## src/rtl/data_ram_arbiter_if.sv

```systemverilog
// Data RAM arbiter bus bundle: two requester ports plus the shared RAM port.
// The slave modport is the arbiter's view; the master modport is the view of
// the surrounding system (both requesters and the RAM read-data return).
interface data_ram_arbiter_if #(
  parameter int unsigned ADDR_W = 16,
  parameter int unsigned DATA_W = 8
);
  // Port 0: CPU core
  logic              req0;
  logic              we0;
  logic [ADDR_W-1:0] addr0;
  logic [DATA_W-1:0] wdata0;
  logic              gnt0;
  logic              rvalid0;
  logic [DATA_W-1:0] rdata0;

  // Port 1: host loader / dump engine
  logic              req1;
  logic              we1;
  logic [ADDR_W-1:0] addr1;
  logic [DATA_W-1:0] wdata1;
  logic              gnt1;
  logic              rvalid1;
  logic [DATA_W-1:0] rdata1;

  // Shared data RAM port
  logic              data_ram_we;
  logic [ADDR_W-1:0] addr_data_ram;
  logic [DATA_W-1:0] din_data_ram;
  logic [DATA_W-1:0] dout_data_ram;

  modport slave (
    input  req0, we0, addr0, wdata0,
    input  req1, we1, addr1, wdata1,
    input  dout_data_ram,
    output gnt0, rvalid0, rdata0,
    output gnt1, rvalid1, rdata1,
    output data_ram_we, addr_data_ram, din_data_ram
  );

  modport master (
    output req0, we0, addr0, wdata0,
    output req1, we1, addr1, wdata1,
    output dout_data_ram,
    input  gnt0, rvalid0, rdata0,
    input  gnt1, rvalid1, rdata1,
    input  data_ram_we, addr_data_ram, din_data_ram
  );
endinterface

```

## src/rtl/data_ram_arbiter.sv

```systemverilog
// Two-port arbiter for the single synchronous data RAM port.
// Port 0 is the CPU core, port 1 the host loader/dump engine. Ownership is a
// registered three-state FSM; an owner may be preempted once it has completed
// MAX_BURST beats while the other port waits. Read data is routed back to the
// port that issued the read, one cycle after acceptance.
//
// Build option ARB_ROUND_ROBIN_EN:
//   defined   - IDLE ties go to the port that did not own the RAM last, and
//               the burst limit preempts either port.
//   undefined - fixed priority: port 0 wins IDLE ties and is never preempted.
module data_ram_arbiter #(
  parameter int unsigned ADDR_W    = 16,
  parameter int unsigned DATA_W    = 8,
  parameter int unsigned MAX_BURST = 16  // legal 1..255
) (
  input logic               clk_in,
  input logic               reset,  // asynchronous, active low
  data_ram_arbiter_if.slave bus
);

  localparam logic [7:0] MaxBurst = 8'(MAX_BURST);

  typedef enum logic [1:0] {
    StIdle = 2'd0,
    StOwn0 = 2'd1,
    StOwn1 = 2'd2
  } state_e;

  state_e     state_q, state_d;
  logic [7:0] beat_cnt_q, beat_cnt_d;
  logic [7:0] beat_cnt_inc;
  logic       gnt0, gnt1;
  logic       own_req;
  logic       own_we;
  logic       accept;
  logic       burst_done;
  logic       rd_pend_q, rd_pend_d;
  logic       rd_id_q, rd_id_d;

`ifdef ARB_ROUND_ROBIN_EN
  // 0 = port 0 owned the RAM most recently, 1 = port 1.
  logic       last_owner_q, last_owner_d;
`endif

  // Grants are decodes of the registered state, so they carry no input logic.
  assign gnt0 = (state_q == StOwn0);
  assign gnt1 = (state_q == StOwn1);

  // Current owner's handshake and the beat-acceptance strobe.
  always_comb begin
    own_req = 1'b0;
    own_we  = 1'b0;
    if (gnt0) begin
      own_req = bus.req0;
      own_we  = bus.we0;
    end else if (gnt1) begin
      own_req = bus.req1;
      own_we  = bus.we1;
    end
  end

  assign accept = own_req;

  // Count including the beat accepted this cycle, so the owner is switched on
  // the same edge that completes its MAX_BURST-th beat.
  always_comb begin
    beat_cnt_inc = beat_cnt_q;
    if (accept && (beat_cnt_q != MaxBurst)) begin
      beat_cnt_inc = beat_cnt_q + 8'd1;
    end
  end

  assign burst_done = (beat_cnt_inc == MaxBurst);

  // Next-state decision for the grant FSM.
  always_comb begin
    state_d = state_q;
    case (state_q)
      StIdle: begin
        if (bus.req0 && bus.req1) begin
`ifdef ARB_ROUND_ROBIN_EN
          state_d = last_owner_q ? StOwn0 : StOwn1;
`else
          state_d = StOwn0;
`endif
        end else if (bus.req0) begin
          state_d = StOwn0;
        end else if (bus.req1) begin
          state_d = StOwn1;
        end
      end
      StOwn0: begin
        if (!bus.req0) begin
          state_d = bus.req1 ? StOwn1 : StIdle;
        end
`ifdef ARB_ROUND_ROBIN_EN
        else if (burst_done && bus.req1) begin
          state_d = StOwn1;
        end
`endif
      end
      StOwn1: begin
        if (!bus.req1) begin
          state_d = bus.req0 ? StOwn0 : StIdle;
        end else if (burst_done && bus.req0) begin
          state_d = StOwn0;
        end
      end
      default: state_d = StIdle;
    endcase
  end

  // Beat counter restarts whenever the grant changes hands (including to idle).
  always_comb begin
    beat_cnt_d = beat_cnt_inc;
    if (state_d != state_q) begin
      beat_cnt_d = 8'd0;
    end
  end

`ifdef ARB_ROUND_ROBIN_EN
  // Remember the most recent owner for IDLE tie-breaking.
  always_comb begin
    last_owner_d = last_owner_q;
    if ((state_d == StOwn0) && (state_q != StOwn0)) begin
      last_owner_d = 1'b0;
    end else if ((state_d == StOwn1) && (state_q != StOwn1)) begin
      last_owner_d = 1'b1;
    end
  end
`endif

  // An accepted read flags a return for the issuing port on the next cycle.
  always_comb begin
    rd_pend_d = accept && !own_we;
    rd_id_d   = gnt1;
  end

  // Grant state, burst counter and read-return flag registers.
  always_ff @(posedge clk_in or negedge reset) begin
    if (!reset) begin
      state_q    <= StIdle;
      beat_cnt_q <= 8'd0;
      rd_pend_q  <= 1'b0;
      rd_id_q    <= 1'b0;
    end else begin
      state_q    <= state_d;
      beat_cnt_q <= beat_cnt_d;
      rd_pend_q  <= rd_pend_d;
      rd_id_q    <= rd_id_d;
    end
  end

`ifdef ARB_ROUND_ROBIN_EN
  // Last-owner pointer; reset to port 1 so the first tie goes to port 0.
  always_ff @(posedge clk_in or negedge reset) begin
    if (!reset) begin
      last_owner_q <= 1'b1;
    end else begin
      last_owner_q <= last_owner_d;
    end
  end
`endif

  // RAM port mux: only an owner with its request high drives the RAM.
  always_comb begin
    bus.data_ram_we   = 1'b0;
    bus.addr_data_ram = '0;
    bus.din_data_ram  = '0;
    if (gnt0 && bus.req0) begin
      bus.data_ram_we   = bus.we0;
      bus.addr_data_ram = bus.addr0;
      bus.din_data_ram  = bus.wdata0;
    end else if (gnt1 && bus.req1) begin
      bus.data_ram_we   = bus.we1;
      bus.addr_data_ram = bus.addr1;
      bus.din_data_ram  = bus.wdata1;
    end
  end

  // Grant and read-return outputs; RAM read data fans out to both ports.
  always_comb begin
    bus.gnt0    = gnt0;
    bus.gnt1    = gnt1;
    bus.rvalid0 = rd_pend_q && !rd_id_q;
    bus.rvalid1 = rd_pend_q && rd_id_q;
    bus.rdata0  = bus.dout_data_ram;
    bus.rdata1  = bus.dout_data_ram;
  end

endmodule
```

## src/flat_wrapper.sv

```systemverilog
// flat-port wrapper written by rule: the top's interface ports become plain ports
module data_ram_arbiter_flat 
#(
  parameter int unsigned ADDR_W    = 16,
  parameter int unsigned DATA_W    = 8,
  parameter int unsigned MAX_BURST = 16                 
)
  (clk_in, reset, bus_req0, bus_we0, bus_addr0, bus_wdata0, bus_req1, bus_we1, bus_addr1, bus_wdata1, bus_dout_data_ram, bus_gnt0, bus_rvalid0, bus_rdata0, bus_gnt1, bus_rvalid1, bus_rdata1, bus_data_ram_we, bus_addr_data_ram, bus_din_data_ram);
  data_ram_arbiter_if #(.ADDR_W(ADDR_W), .DATA_W(DATA_W)) bus_i ();
  input logic clk_in;
  input logic reset;
  input wire logic [$bits(bus_i.req0)-1:0] bus_req0;
  input wire logic [$bits(bus_i.we0)-1:0] bus_we0;
  input wire logic [$bits(bus_i.addr0)-1:0] bus_addr0;
  input wire logic [$bits(bus_i.wdata0)-1:0] bus_wdata0;
  input wire logic [$bits(bus_i.req1)-1:0] bus_req1;
  input wire logic [$bits(bus_i.we1)-1:0] bus_we1;
  input wire logic [$bits(bus_i.addr1)-1:0] bus_addr1;
  input wire logic [$bits(bus_i.wdata1)-1:0] bus_wdata1;
  input wire logic [$bits(bus_i.dout_data_ram)-1:0] bus_dout_data_ram;
  output wire logic [$bits(bus_i.gnt0)-1:0] bus_gnt0;
  output wire logic [$bits(bus_i.rvalid0)-1:0] bus_rvalid0;
  output wire logic [$bits(bus_i.rdata0)-1:0] bus_rdata0;
  output wire logic [$bits(bus_i.gnt1)-1:0] bus_gnt1;
  output wire logic [$bits(bus_i.rvalid1)-1:0] bus_rvalid1;
  output wire logic [$bits(bus_i.rdata1)-1:0] bus_rdata1;
  output wire logic [$bits(bus_i.data_ram_we)-1:0] bus_data_ram_we;
  output wire logic [$bits(bus_i.addr_data_ram)-1:0] bus_addr_data_ram;
  output wire logic [$bits(bus_i.din_data_ram)-1:0] bus_din_data_ram;
  assign bus_i.req0 = bus_req0;
  assign bus_i.we0 = bus_we0;
  assign bus_i.addr0 = bus_addr0;
  assign bus_i.wdata0 = bus_wdata0;
  assign bus_i.req1 = bus_req1;
  assign bus_i.we1 = bus_we1;
  assign bus_i.addr1 = bus_addr1;
  assign bus_i.wdata1 = bus_wdata1;
  assign bus_i.dout_data_ram = bus_dout_data_ram;
  assign bus_gnt0 = bus_i.gnt0;
  assign bus_rvalid0 = bus_i.rvalid0;
  assign bus_rdata0 = bus_i.rdata0;
  assign bus_gnt1 = bus_i.gnt1;
  assign bus_rvalid1 = bus_i.rvalid1;
  assign bus_rdata1 = bus_i.rdata1;
  assign bus_data_ram_we = bus_i.data_ram_we;
  assign bus_addr_data_ram = bus_i.addr_data_ram;
  assign bus_din_data_ram = bus_i.din_data_ram;
  data_ram_arbiter #(.ADDR_W(ADDR_W), .DATA_W(DATA_W), .MAX_BURST(MAX_BURST)) u_core (.clk_in(clk_in), .reset(reset), .bus(bus_i));
endmodule
```

## config.mk

```make
export PLATFORM = sky130hd
export DESIGN_NAME = data_ram_arbiter_flat
export DESIGN_NICKNAME = d
export VERILOG_FILES = /design/src/rtl/data_ram_arbiter_if.sv /design/src/rtl/data_ram_arbiter.sv /design/src/flat_wrapper.sv
export SDC_FILE = /design/constraint.sdc
export NUM_CORES = 1
export LEC_CHECK = 0
export ABC_CLOCK_PERIOD_IN_PS = 2500
export CORE_AREA = 8 8 71 73
export DETAILED_ROUTE_END_ITERATION = 10
export DIE_AREA = 0 0 79 81
export GPL_TIMING_DRIVEN = 1
export HOLD_SLACK_MARGIN = 0.12
export PLACE_DENSITY = 0.8
export SYNTH_ARGS = -nofsm -noshare
export SYNTH_HDL_FRONTEND = slang
export SYNTH_SLANG_ARGS = --single-unit
```

## constraint.sdc

```tcl
create_clock -name clk_in -period 2.5 [get_ports clk_in]
set_input_delay 0.25 -clock clk_in [delete_from_list [all_inputs] [get_ports clk_in]]
set_output_delay 0.25 -clock clk_in [all_outputs]
set_load 0.005 [all_outputs]
```

### After elaboration in Yosys (flattened, before gate mapping)

Index checks and enable logic that the tools add are counted.

* output and inout port bits: 45
* logic and storage cells: 42
* register bits: 12
* input port bits: 62

* muxes and demuxes: 21
* add/subtract/negate cells: 1
* equal/unequal tests: 5
* reductions and logical operators: 11

Operators with widths (number)
* 2-to-1 mux 16 bit: 2
* 2-to-1 mux 8 bit: 4
* 2-to-1 mux 2 bit: 7
* adder 8 x 1 -> 8 bit, second input constant: 1
* equality test 8 x 5 -> 1 bit, second input constant: 1
* logical AND 1 bit: 8
* inequality test 8 x 5 -> 1 bit, second input constant: 1
* 2-to-1 mux 1 bit: 7
* one-hot mux 2 bit (3 select lines): 1
* equality test 2 x 1 -> 1 bit, second input constant: 1
* equality test 2 bit, second input constant: 1
* logical NOT 1 bit: 2
* logical NOT 2 bit: 1
* inequality test 2 bit: 1

### Depth between registers and ports, before layout

* depth after elaboration: 12
* gate-level depth with buffers: 7
* mapped depth without buffers: 7

### Worst setup path after synthesis

Ideal clock, no wire load.

* path type: register to register
* start: reg u_core.beat_cnt_q[0]
* end: reg u_core.state_q[1]
* data required time: 2.367 ns
* setup slack: 0.667 ns
* period minus slack after synthesis: 1.833 ns
* stages on the path, launching flop included: 7
* setup time: 0.133 ns
* buffers on the path: 0
* arrival time: 1.700 ns
* cells stage by stage: dfrtp_1 -> ha_1 -> or3b_2 -> a21boi_0 -> mux2i_1 -> nor4_2 -> o21ai_0

* longest elaborated chain between the ends: 8
* elaborated cells between the ends (all ways): 9
* classes of those cells: add/sub (1); eq/ne (2); mux (4); reduce/logical (2)

Ends and longest elaborated chain
* start: declaration: line data_ram_arbiter.sv:30 `logic [7:0] beat_cnt_q, beat_cnt_d;`
* start signal: assignment: line data_ram_arbiter.sv:148 `beat_cnt_q <= beat_cnt_d;`
* branches (longest 2 deep; another with adder 8 x 1 -> 8 bit)
* 2-to-1 mux 8 bit *: line data_ram_arbiter.sv:68 `if (accept && (beat_cnt_q != MaxBurst)) begin`
* equality test 8 x 5 -> 1 bit *: line data_ram_arbiter.sv:73 `assign burst_done = (beat_cnt_inc == MaxBurst);`
* logical AND 1 bit *: line data_ram_arbiter.sv:105 `end else if (burst_done && bus.req0) begin`
* 2-to-1 mux 2 bit *: line data_ram_arbiter.sv:105
* 2-to-1 mux 2 bit *: line data_ram_arbiter.sv:103 `if (!bus.req1) begin`
* one-hot mux 2 bit (3 select lines) *: line data_ram_arbiter.sv:78 `case (state_q)`
* named net u_core.state_d[1]: line data_ram_arbiter.sv:29 `state_e state_q, state_d;`
* end signal: assignment: line data_ram_arbiter.sv:142 `state_q <= StIdle;`
* end signal: assignment: line data_ram_arbiter.sv:147 `state_q <= state_d;`
* end: declaration: line data_ram_arbiter.sv:29

Mark *: on every way through the listed nets, which the timed path passes.

### Final worst setup path

* start: reg u_core.state_q[0]
* end: out bus_addr_data_ram[9]

* longest elaborated chain between the ends: 4
* elaborated cells between the ends (all ways): 6
* classes of those cells: eq/ne (2); mux (2); reduce/logical (2)

Ends and longest elaborated chain
* equality test 2 bit: line data_ram_arbiter.sv:47 `assign gnt1 = (state_q == StOwn1);`
* logical AND 1 bit: line data_ram_arbiter.sv:174 `end else if (gnt1 && bus.req1) begin`
* 2-to-1 mux 16 bit: line data_ram_arbiter.sv:174
* 2-to-1 mux 16 bit *: line data_ram_arbiter.sv:170 `if (gnt0 && bus.req0) begin`
* end: declaration: line flat_wrapper.sv:28 `output wire logic [$bits(bus_i.addr_data_ram)-1:0] bus_addr_data_ram;`

Mark *: on every way between the ends. The rest lies on a longest branch, timed or not.

==> impl_metrics.ini <==
[outcome]
outcome = complete, no violations

[final_layout]
area_growth_pct = 68.7
diodes = 0
multi_input_area_um2 = 716
layout_common_cells = clkdlybuf4s50_1 (82), a22o_1 (25), dfrtp_1 (12)
finalCoreUtilization = 0.511
layout-drive-gt1-share = 0.0808
layout_commonest_cell = clkdlybuf4s50_1
fin_nets = 263
final_cell_area_um2 = 2000
n_fill_cell = 379
regArea_um2 = 300

[timing]
rsz0062_at_grt = false
setup_viol = 0
hold_viol = 0
skew_ns = 0.00328
slew_headroom = 0.635
worst_slew_pin_slew_ns = 0.545
finalSetupTns_ns = 0
max_freq_mhz = 430
period_needed_ns = 2.33
timing.hold.ws_ns = 0.362
final.period_utilization = 0.930
finalMaxSlewViolations = 0

[run]
maxCapViolations = 0

[floorplan]
start_util = 0.303
dieArea_um2 = 6400
boundaryPins = 107
die_y_um = 81
die_x_um = 79
core_um2 = 3910
rows = 23

[setup_path]
crit_buf_inv = 1
crit_path_max_fanout = 28
cp-end-kind = output pin
crit_start = u_core.state_q[0]
critical_path.cell_chain = and3b_4 > a22o_1 > clkdlybuf4s50_1
critPathLaunchType = flip-flop
required_ns = 2.25
critPathKind = reg2out
r2r_start = u_core.beat_cnt_q[1]
crit_arrival_ns = 2.08
critical-path-top-delay-family = simple AND/OR/NAND/NOR gates
max_stage_delay_ns = 0.58
crit_slowest_cell = and3b_4

[routing]
vias = 1224
drc = 0
drt_iter0_drc = 74
wl_per_cell_um = 18.3
wl_um = 4530
viasPerCell = 4.94
drt-pass1-iter-count = 4
postRouteAntennaNets = 0

[clock_network]
clock_latency_ns = 0.25
clk_path_buf_depth = 2
post_cts.repair.setup_buffers = 0
root_buffer = clkbuf_8
h-tree-depth = 1
cts_resized = 0
cts_hold_buf = 0
cts_tree = yes
clkTransAtPathRegs_ns = 0.05
cts_made_buffers = 3
clock_sinks = 12

[yosys]
syn_area_per_cell_um2 = 8.98
synth_nets = 196
synthArstFlopShare = 1.00
synth-seq-cells = 12
synth_edf_count = 0
ys_warn_count = 0
synth.distinct_cells = 41
synthCells = 132
netlist_top_cells_area = dfrtp_1 (25%), a22o_1 (18%), buf_4 (11%)
synth_top_area_frac = 0.253
seq_area_frac_synth = 0.253
yosys.area.top_type = dfrtp_1
synth_flop_cell = dfrtp_1
synth_area_um2 = 1180

[grt]
grt_usage = 0.137
grt_pass1_vias = 1254
grt_overflow = 0
grt_start_max_net_pins = 29
antenna_found_initial = 0
grt_pass1_wl_um = 6990

[placement]
place_area_um2 = 1940
dp_hpwl_um = 3660
gp_congestion = 0.863
io_buffer_count = 82

[pwr]
vdd_ir_drop_max_v = 0.000168
leakage_nw = 0.794
p_per_area_nw_per_um2 = 344

[hold_path]
hold_path_class = in2async
## cells in the mapped netlist (2+ instances only)
cell      instances
nand3_1           2
mux2i_1           3
o211ai_1          2
buf_4            17
nor2b_1           3
nor2_1            4
inv_1             4
nand3b_4          2
ha_1              2
a22o_1           25
xnor2_1           3
o21ai_0           6
a21oi_1           9
a21boi_0          2
nand2_1           6
clkbuf_1          4
dfrtp_1          12
a21o_1            2
and3_1            2
## worst paths after layout
| kind | slack (ns) | depth (start not counted) | end |
|---|---|---|---|
| min | 0.36 | 1 | u_core.state_q[1] |
| max in group asynchronous | 1.78 | 1 | u_core.beat_cnt_q[5] |
| max reg2reg | 0.23 | 6 | u_core.state_q[1] |
| min reg2reg | 0.51 | 1 | u_core.beat_cnt_q[6] |
| max | 0.17 | 3 | bus_addr_data_ram[9] |
| min in group clk_in | 0.50 | 0 | bus_rdata0[3] |
## cell families after synthesis
family | count (synthesis) | share of synthesized area
buffers and inverters | 28 | 0.145
xor gates and xnor gates | 3 | 0.0222
and+or+nand+nor | 30 | 0.176
adders and majority gates | 2 | 0.0211
DFF | 12 | 0.253
muxes | 3 | 0.0253
AOI/OAI and AO/OA | 54 | 0.357
## final cells by class
cell class / count / area share
clock buffer: 4 / 0.0275
sequential: 12 / 0.150
inverter: 4 / 0.00751
tap: 50 / 0.0313
timing repair buffer: 86 / 0.426
multi-input combinational: 92 / 0.358
## worst register-to-register path, delay by kind of cell (launching register included)
family                   cells  cell delay [ns]
AND/OR/NAND/NOR              2             0.83
flip-flops                   1             0.46
AO/OA/AOI/OAI                2             0.41
adder cells (fa/ha/maj)      1             0.30
multiplexers                 1             0.16
## report_power, final
part / leakage [nW] / internal [mW] / switching (mW)
clock: 0.0288 / 0.139 / 0.0742
sequential: 0.163 / 0.203 / 0.0148
combinational: 0.602 / 0.170 / 0.0868
total: 0.794 / 0.512 / 0.176
## through the flow
step                instances  total power, mW  setup slack, ns
finish                    248            0.688            0.175
global route              248            0.726           0.0444
CTS                       248            0.697            0.103
detailed placement        244            0.478            0.226
global placement          244            0.476            0.229
floorplan                 132            0.326            0.667
## registers in the layout, summed over array words and instances, names as in the netlist
signal	count
u_core.state_q	2
u_core.rd_id_q	1
u_core.rd_pend_q	1
u_core.beat_cnt_q	8
## layer usage
| metal | track usage | share of wire | wire [um] |
|---|---|---|---|
| met1 | 0.164 | 0.38 | 1740 |
| met4 | 0.0574 | 0.018 | 82 |
| met2 | 0.241 | 0.55 | 2510 |
| met3 | 0.0177 | 0.042 | 192 |
| met5 | 0 | 0 | 0 |
No activity file was read; power rests on OpenSTA's default activity.
